**src/rtl/bus_pkg.sv**
```systemverilog
// bus_pkg: shared FSM encoding, default region map and error constants for the data-side bus decoder.
package bus_pkg;
    localparam int MAX_SLV = 8;
    localparam int IDX_W   = $clog2(MAX_SLV);

    typedef enum logic [1:0] {IDLE, ACCESS, RESP} state_t;

    localparam logic [31:0] DMEM_BASE     = 32'h1000_0000;
    localparam logic [31:0] DMEM_MASK     = 32'hD000_0000;
    localparam logic [31:0] TBMAN_BASE    = 32'h8000_F000;
    localparam logic [31:0] TBMAN_MASK    = 32'hFFFF_F000;
    localparam logic [31:0] GPIO_BASE     = 32'h8000_2000;
    localparam logic [31:0] GPIO_MASK     = 32'hFFFF_F000;
    localparam logic [31:0] TIMER_BASE    = 32'h8000_1000;
    localparam logic [31:0] TIMER_MASK    = 32'hFFFF_F000;
    localparam logic [31:0] UART_BASE     = 32'h8000_0000;
    localparam logic [31:0] UART_MASK     = 32'hFFFF_F000;
    localparam logic [31:0] DEF_ERR_RDATA = 32'hDEAD_BEEF;

    function automatic logic [7:0] sat_inc(input logic [7:0] v);
        return (v == 8'hFF) ? v : v + 8'd1;
    endfunction
endpackage

```
**src/rtl/bus_decoder_ctrl_if.sv**
```systemverilog
// bus_decoder_ctrl_if: CPU data-port request/response bundle seen by the decoder.
interface bus_decoder_ctrl_if;
    logic        req;
    logic        we;
    logic [31:0] addr;
    logic [31:0] wdata;
    logic [3:0]  be;
    logic        ready;
    logic [31:0] rdata;
    logic        err;

    modport master(output req, we, addr, wdata, be, input ready, rdata, err);
    modport slave(input req, we, addr, wdata, be, output ready, rdata, err);
endinterface

```
**src/rtl/region_match.sv**
```systemverilog
// region_match: priority base/mask address match; the lowest-index hitting region wins.
module region_match
    import bus_pkg::*;
#(
    parameter int              N    = 5,
    parameter logic [N*32-1:0] BASE = '0,
    parameter logic [N*32-1:0] MASK = '0
) (
    input  logic [31:0]      addr,
    output logic [N-1:0]     hit,
    output logic [IDX_W-1:0] idx,
    output logic             miss
);
    always_comb begin
        hit  = '0;
        idx  = '0;
        miss = 1'b1;
        for (int i = N - 1; i >= 0; i--) begin
            if (((addr ^ BASE[i*32 +: 32]) & MASK[i*32 +: 32]) == 32'd0) begin
                hit    = '0;
                hit[i] = 1'b1;
                idx    = IDX_W'(i);
                miss   = 1'b0;
            end
        end
    end
endmodule

```
**src/rtl/bus_decoder_ctrl.sv**
```systemverilog
// bus_decoder_ctrl: registered address decoder and single-outstanding transaction controller
// with per-slave wait states, timeout watchdog and error capture for the CPU data port.
module bus_decoder_ctrl
    import bus_pkg::*;
#(
    parameter int                    NUM_SLV     = 5,
    parameter logic [NUM_SLV*32-1:0] SLV_BASE    = {UART_BASE, TIMER_BASE, GPIO_BASE, TBMAN_BASE, DMEM_BASE},
    parameter logic [NUM_SLV*32-1:0] SLV_MASK    = {UART_MASK, TIMER_MASK, GPIO_MASK, TBMAN_MASK, DMEM_MASK},
    parameter int                    TIMEOUT_CYC = 16,
    parameter logic [31:0]           ERR_RDATA   = DEF_ERR_RDATA
) (
    input  logic                    clk,
    input  logic                    reset,
    bus_decoder_ctrl_if.slave       m,
    output logic [NUM_SLV-1:0]      s_cs_n,
    output logic                    s_we,
    output logic [31:0]             s_addr,
    output logic [31:0]             s_wdata,
    output logic [3:0]              s_be,
    input  logic [NUM_SLV*32-1:0]   s_rdata,
    input  logic [NUM_SLV-1:0]      s_ready,
    output logic [31:0]             err_addr,
    output logic [7:0]              err_cnt
);
    state_t state_q, state_d;
    logic [NUM_SLV-1:0] hit, cs_n_q, cs_n_d;
    logic [IDX_W-1:0]   idx, sel_q, sel_d;
    logic               miss, rdy, tmo, go;
    logic [31:0]        rd_sel;
    logic               s_we_q, s_we_d, m_err_q, m_err_d;
    logic [31:0]        s_addr_q, s_addr_d, s_wdata_q, s_wdata_d;
    logic [31:0]        m_rdata_q, m_rdata_d, err_addr_q, err_addr_d;
    logic [3:0]         s_be_q, s_be_d;
    logic [7:0]         err_cnt_q, err_cnt_d, tmo_q, tmo_d;

    region_match #(.N(NUM_SLV), .BASE(SLV_BASE), .MASK(SLV_MASK)) u_match (
        .addr(m.addr),
        .hit (hit),
        .idx (idx),
        .miss(miss)
    );

    // Only the selected slave's strobe and data matter; everything else is ignored.
    always_comb begin
        rdy    = 1'b0;
        rd_sel = '0;
        for (int i = 0; i < NUM_SLV; i++) begin
            if (sel_q == IDX_W'(i)) begin
                rdy    = s_ready[i];
                rd_sel = s_rdata[i*32 +: 32];
            end
        end
    end

    assign tmo = tmo_q == 8'(TIMEOUT_CYC - 1);
    assign go  = (state_q == IDLE) && m.req;

    always_ff @(posedge clk or posedge reset) begin
        if (reset) state_q <= IDLE;
        else       state_q <= state_d;
    end

    always_comb begin
        state_d = state_q;
        case (state_q)
            IDLE:    state_d = m.req ? (miss ? RESP : ACCESS) : IDLE;
            ACCESS:  state_d = (rdy || tmo) ? RESP : ACCESS;
            default: state_d = IDLE;
        endcase
    end

    // Ready wins over a timeout that lands on the same cycle.
    always_comb begin
        cs_n_d     = cs_n_q;
        sel_d      = sel_q;
        s_we_d     = s_we_q;
        s_addr_d   = s_addr_q;
        s_wdata_d  = s_wdata_q;
        s_be_d     = s_be_q;
        m_rdata_d  = m_rdata_q;
        m_err_d    = m_err_q;
        err_addr_d = err_addr_q;
        err_cnt_d  = err_cnt_q;
        tmo_d      = tmo_q;
        if (go && !miss) begin
            cs_n_d    = ~hit;
            sel_d     = idx;
            s_we_d    = m.we;
            s_addr_d  = m.addr;
            s_wdata_d = m.wdata;
            s_be_d    = m.be;
            tmo_d     = '0;
        end
        if (go && miss) begin
            m_err_d    = 1'b1;
            m_rdata_d  = ERR_RDATA;
            err_addr_d = m.addr;
            err_cnt_d  = sat_inc(err_cnt_q);
        end
        if (state_q == ACCESS) begin
            tmo_d = tmo_q + 8'd1;
            if (rdy || tmo) cs_n_d = '1;
            if (rdy) begin
                m_err_d   = 1'b0;
                m_rdata_d = s_we_q ? '0 : rd_sel;
            end else if (tmo) begin
                m_err_d    = 1'b1;
                m_rdata_d  = ERR_RDATA;
                err_addr_d = s_addr_q;
                err_cnt_d  = sat_inc(err_cnt_q);
            end
        end
    end

    always_ff @(posedge clk or posedge reset) begin
        if (reset) begin
            cs_n_q     <= '1;
            sel_q      <= '0;
            s_we_q     <= 1'b0;
            s_addr_q   <= '0;
            s_wdata_q  <= '0;
            s_be_q     <= '0;
            m_rdata_q  <= '0;
            m_err_q    <= 1'b0;
            err_addr_q <= '0;
            err_cnt_q  <= '0;
            tmo_q      <= '0;
        end else begin
            cs_n_q     <= cs_n_d;
            sel_q      <= sel_d;
            s_we_q     <= s_we_d;
            s_addr_q   <= s_addr_d;
            s_wdata_q  <= s_wdata_d;
            s_be_q     <= s_be_d;
            m_rdata_q  <= m_rdata_d;
            m_err_q    <= m_err_d;
            err_addr_q <= err_addr_d;
            err_cnt_q  <= err_cnt_d;
            tmo_q      <= tmo_d;
        end
    end

    assign m.ready  = state_q == RESP;
    assign m.rdata  = m_rdata_q;
    assign m.err    = m_err_q;
    assign s_cs_n   = cs_n_q;
    assign s_we     = s_we_q;
    assign s_addr   = s_addr_q;
    assign s_wdata  = s_wdata_q;
    assign s_be     = s_be_q;
    assign err_addr = err_addr_q;
    assign err_cnt  = err_cnt_q;
endmodule

```
**src/flat_wrapper.sv**
```systemverilog
// flat-port wrapper written by rule: the top's interface ports become plain ports
module bus_decoder_ctrl_flat import bus_pkg::*;
#(
    parameter int                    NUM_SLV     = 5,
    parameter logic [NUM_SLV*32-1:0] SLV_BASE    = {UART_BASE, TIMER_BASE, GPIO_BASE, TBMAN_BASE, DMEM_BASE},
    parameter logic [NUM_SLV*32-1:0] SLV_MASK    = {UART_MASK, TIMER_MASK, GPIO_MASK, TBMAN_MASK, DMEM_MASK},
    parameter int                    TIMEOUT_CYC = 16,
    parameter logic [31:0]           ERR_RDATA   = DEF_ERR_RDATA
)
  (clk, reset, s_cs_n, s_we, s_addr, s_wdata, s_be, s_rdata, s_ready, err_addr, err_cnt, m_req, m_we, m_addr, m_wdata, m_be, m_ready, m_rdata, m_err);
  bus_decoder_ctrl_if m_i ();
  input  logic clk;
  input  logic reset;
  output logic [NUM_SLV-1:0] s_cs_n;
  output logic s_we;
  output logic [31:0] s_addr;
  output logic [31:0] s_wdata;
  output logic [3:0] s_be;
  input  logic [NUM_SLV*32-1:0] s_rdata;
  input  logic [NUM_SLV-1:0] s_ready;
  output logic [31:0] err_addr;
  output logic [7:0] err_cnt;
  input wire logic [$bits(m_i.req)-1:0] m_req;
  input wire logic [$bits(m_i.we)-1:0] m_we;
  input wire logic [$bits(m_i.addr)-1:0] m_addr;
  input wire logic [$bits(m_i.wdata)-1:0] m_wdata;
  input wire logic [$bits(m_i.be)-1:0] m_be;
  output wire logic [$bits(m_i.ready)-1:0] m_ready;
  output wire logic [$bits(m_i.rdata)-1:0] m_rdata;
  output wire logic [$bits(m_i.err)-1:0] m_err;
  assign m_i.req = m_req;
  assign m_i.we = m_we;
  assign m_i.addr = m_addr;
  assign m_i.wdata = m_wdata;
  assign m_i.be = m_be;
  assign m_ready = m_i.ready;
  assign m_rdata = m_i.rdata;
  assign m_err = m_i.err;
  bus_decoder_ctrl #(.NUM_SLV(NUM_SLV), .SLV_BASE(SLV_BASE), .SLV_MASK(SLV_MASK), .TIMEOUT_CYC(TIMEOUT_CYC), .ERR_RDATA(ERR_RDATA)) u_core (.clk(clk), .reset(reset), .m(m_i), .s_cs_n(s_cs_n), .s_we(s_we), .s_addr(s_addr), .s_wdata(s_wdata), .s_be(s_be), .s_rdata(s_rdata), .s_ready(s_ready), .err_addr(err_addr), .err_cnt(err_cnt));
endmodule
```
**config.mk**
```make
export PLATFORM = sky130hd
export DESIGN_NAME = bus_decoder_ctrl_flat
export DESIGN_NICKNAME = d
export VERILOG_FILES = /design/src/rtl/bus_pkg.sv /design/src/rtl/bus_decoder_ctrl_if.sv /design/src/rtl/region_match.sv /design/src/rtl/bus_decoder_ctrl.sv /design/src/flat_wrapper.sv
export SDC_FILE = /design/constraint.sdc
export NUM_CORES = 1
export LEC_CHECK = 0
export BUFFER_PORTS_ARGS = -buffer_cell sky130_fd_sc_hd__buf_2
export CAP_MARGIN = 0
export CORE_ASPECT_RATIO = 1.1
export CORE_MARGIN = 5
export CORE_UTILIZATION = 25
export DETAILED_ROUTE_END_ITERATION = 16
export GPL_ROUTABILITY_DRIVEN = 0
export SLEW_MARGIN = 20
export SYNTH_ARGS = -nofsm -noshare
export SYNTH_HDL_FRONTEND = slang
export SYNTH_HIERARCHICAL = 1
export SYNTH_SLANG_ARGS = --single-unit
```
**constraint.sdc**
```tcl
create_clock -name clk -period 6 [get_ports clk]
set_clock_uncertainty 0.1 [all_clocks]
set_input_delay 0.9 -clock clk [delete_from_list [all_inputs] [get_ports clk]]
set_output_delay 0.9 -clock clk [all_outputs]
set_load 0.02 [all_outputs]
```
==> summary.md <==
| Metric | Value |
|---|---|
| Most frequent cell after synthesis | nand2_1 |
| Max-slew violations | 0 |
| RSZ-0062 raised after global routing | false |
| FP Rows | between 60 and 70 |
| IO Count | slightly below 400 |
| WL/cell | between 15 and 20 microns |
| Post-synth EDFFs | 0 |
| Placed Cells | roughly 1600 |
| Clock buffer depth | 2 |
| Final WL | about 28000 microns |
| Overall routing resource usage | 0.152 |
| Sequential element share of the synthesized area | 0.496 |
| Relative slew slack | 0.410 |
| Layout cells sized above 1 | 0.377 |
| PnR Total Power | roughly 3.6 mW |
| Synth area leaders | dfrtp_1 48%, mux2i_1 13%, nand2_1 11% |
| Peak supply drop | around 0.16 mV |
| Layout fillers | 3381 |
| Num Clock Sinks | 160 |
| Ys async rst share | 1.00 |
| Run status | completed |
| Core Util, Final | 0.343 |
| Avg Inst Size Synth | 9.36 sq um |
| Net switching fraction of the power | 0.362 |
| Final ANT Viol Nets | 0 |
| Max-cap violation count | 0 |
| Starting Density | 0.252 |
| Cell taking the most area after synthesis | dfrtp_1 |
| Largest net degree at the start of global routing | 68 |
| DRC violations left | 0 |
| Worst setup SP type | flop |
| R2R Path Start | u_core/tmo_q[4] |
| Period utilization | 0.507 |
| Post-CTS Setup Bufs | 0 |
| Non-Filler Instances | 1656 |
| Area delta synth->final | 36.2% |
| Synth top area share | 0.479 |
| P per Cell Area | between 300 and 400 nW/um^2 |
| Post-CTS Hold Fix Bufs | 0 |
| WS Path Type | reg -> reg |
| Die Width | about 180 microns |
| Count of cell types in the netlist | 50 |
| Critical Path Start | u_core/tmo_q[4] |
| Post_cts resized | 0 |
| Vias in the first global route | 7657 |
| Leakage Power | 5.50 nW |
| Most common library cells after synthesis | 240 x nand2_1, 155 x dfrtp_1, 106 x mux2i_1, 77 x nor2_1, 67 x a21oi_1 |
| Worst-Margin Slew | between 0.8 and 0.9 ns |
| Worst-path clk slew | approximately 0.07 ns |
| Endpoint class of the critical path | flop |
| Combinational share of power | 0.277 |
| Tightest Hold Check Type | reg -> reg |
| Initial antenna violation count | 3 |
| Clock power share | 0.318 |
| Synth warn | 6 |
| P_int | between 2 and 2.5 mW |
| H-tree depth | 4 |
| # setup viols final | 0 |
| Core Region | between 30000 and 40000 sq um |
| Yosys reg bits | 160 |
| RR Endpoint | u_core/err_cnt[1] |
| Num CTS Buffers | 17 |
| GRT Residual Overflow | 0 |
| Final hold violation count | 0 |
| Sw Pwr | ~1.3 mW |
| Cells on worst reg2reg path | 6 |
| Via count | roughly 7600 |
| Post-Syn Nets | about 1100 |
| Maximum clock frequency | 328 MHz |
| Crit path DAT | 3.26 ns |
| CTS tree | built |
| Nets | 1454 |
| Post-Syn Area | ~8000 sq um |
| CP Data Required Time | ~6.2 ns |
| Via density | 4.58 |
| CP max FO | 40 |
| Hold Worst Slack | 0.372 ns |
| Height of the die | 199 microns |
| CP endpoint | u_core/err_cnt[1] |
| Skew-Pair Late Insertion Delay | roughly 0.43 ns |
| Drt initial violations | between 300 and 400 |
| Drt first pass iters | 4 |
| Flop-to-flop setup slack | 2.96 ns |
| Sequential share of power | 0.406 |
| First-pass GRT wire length | 43400 microns |
| Most common flop cell mapped by yosys | dfrtp_1 |
| Post-DP HPWL | around 21000 microns |
| Die area | around 36000 sq um |
| PortBufs | approximately 380 |
| Fin Setup TNS | 0 ns |
| CTS root buf | clkbuf_16 |
| Mapped Cells | between 800 and 900 |
| Final min period | approximately 3.0 ns |
## power groups by stage
stage / Sequential [mW] / Clock, mW / Combinational (mW)
after floorplan: 1.73 / 0 / 0.327
after global placement: 1.48 / 0 / 1.01
after detailed placement: 1.49 / 0 / 1.02
after CTS: 1.47 / 1.20 / 1.02
after global routing: 1.50 / 1.24 / 1.10
final: 1.47 / 1.15 / 1.00
## through the flow
stage                     setup WS (ns)  instance area [sq um]
after global placement             2.51                  10400
final                              2.96                  11000
after floorplan                   0.688                   8090
after CTS                          2.94                  11000
after global routing               2.81                  11000
after detailed placement           2.60                  10400
## worst min path at each step
stage	from	to	slack, ns	depth (start not counted)
after floorplan	u_core/tmo_q[7]	u_core/tmo_q[7]	0.35	1
after global placement	u_core/s_wdata[26]	u_core/s_wdata[26]	0.35	2
after detailed placement	u_core/s_wdata[14]	u_core/s_wdata[14]	0.36	2
after CTS	u_core/s_wdata[8]	u_core/s_wdata[8]	0.38	2
after global routing	u_core/s_be[0]	u_core/s_be[0]	0.39	2
final	u_core/s_wdata[8]	u_core/s_wdata[8]	0.37	2
## registers in the layout (all words and copies together), names as in the netlist
register / count
u_core/s_cs_n: 5
u_core/err_cnt: 8
u_core/s_we: 1
u_core/m.rdata: 32
u_core/s_wdata: 32
u_core/sel_q: 3
u_core/state_q: 2
u_core/s_be: 4
u_core/m.err: 1
u_core/s_addr: 32
u_core/tmo_q: 8
u_core/err_addr: 32
## logic make-up (layout without fill, tap and decap cells)
kind of cell,after synthesis,count (layout),share of synthesized area
multiplexers,112,112,0.139
buffers and inverters,66,430,0.0351
XOR/XNOR,3,3,0.00325
adder cells (fa/ha/maj),2,2,0.00309
AO/OA/AOI/OAI,152,152,0.127
AND/OR/NAND/NOR,369,369,0.196
flip-flops,160,160,0.496
other,0,2,0
## area by class of cell
cell class | instances | area [sq um] | area share
inverter | 2 | 12.5 | 0.00114
clock buffer | 17 | 425 | 0.0386
sequential | 160 | 4010 | 0.364
tap | 426 | 533 | 0.0484
multi-input combinational | 638 | 3830 | 0.347
clock inverter | 15 | 194 | 0.0176
antenna | 2 | 5.00 | 0.000454
timing repair buffer | 396 | 2010 | 0.183
## placed cells by master (no fill, tap or decap), types with 3 or more instances in the layout
cell       netlist  routed
o31a_1          24      24
o21ai_0         13      13
clkbuf_16        0      17
o22a_1           8       8
and3_1           6       6
inv_8            0       4
o221ai_1        24      24
dfstp_2          5       5
a21oi_1         67      67
dfrtp_1        155     153
nand3_1         11      10
nand2_1        240     240
buf_4            2      12
nor2_1          77      77
nand2b_1         4       3
buf_2           17     384
inv_6            0       6
mux2i_1        106     106
nor4_2           3       3
nand4_1          3       3
nor3_1           3       3
mux2_2           6       6
o211ai_1         6       6
## worst max-delay path: stages, from the launching register on
cell and delay [ns]:
dfrtp_1 0.45, or4_4 0.60, a31oi_4 0.20, nand4_4 0.49, buf_4 0.48, a21boi_2 0.26, mux2_2 0.35
## metal layers
layer  routed length [microns]  part of all wire  up-vias  global-route usage
met4                       609             0.021        4              0.0512
met5                        25           0.00088        -                   0
met2                     14000              0.49      296               0.259
met1                     11500              0.41     3562               0.180
li1                          -                 -     3685                   -
met3                      2300             0.081       34              0.0527
(Power assumes the default switching activity.)
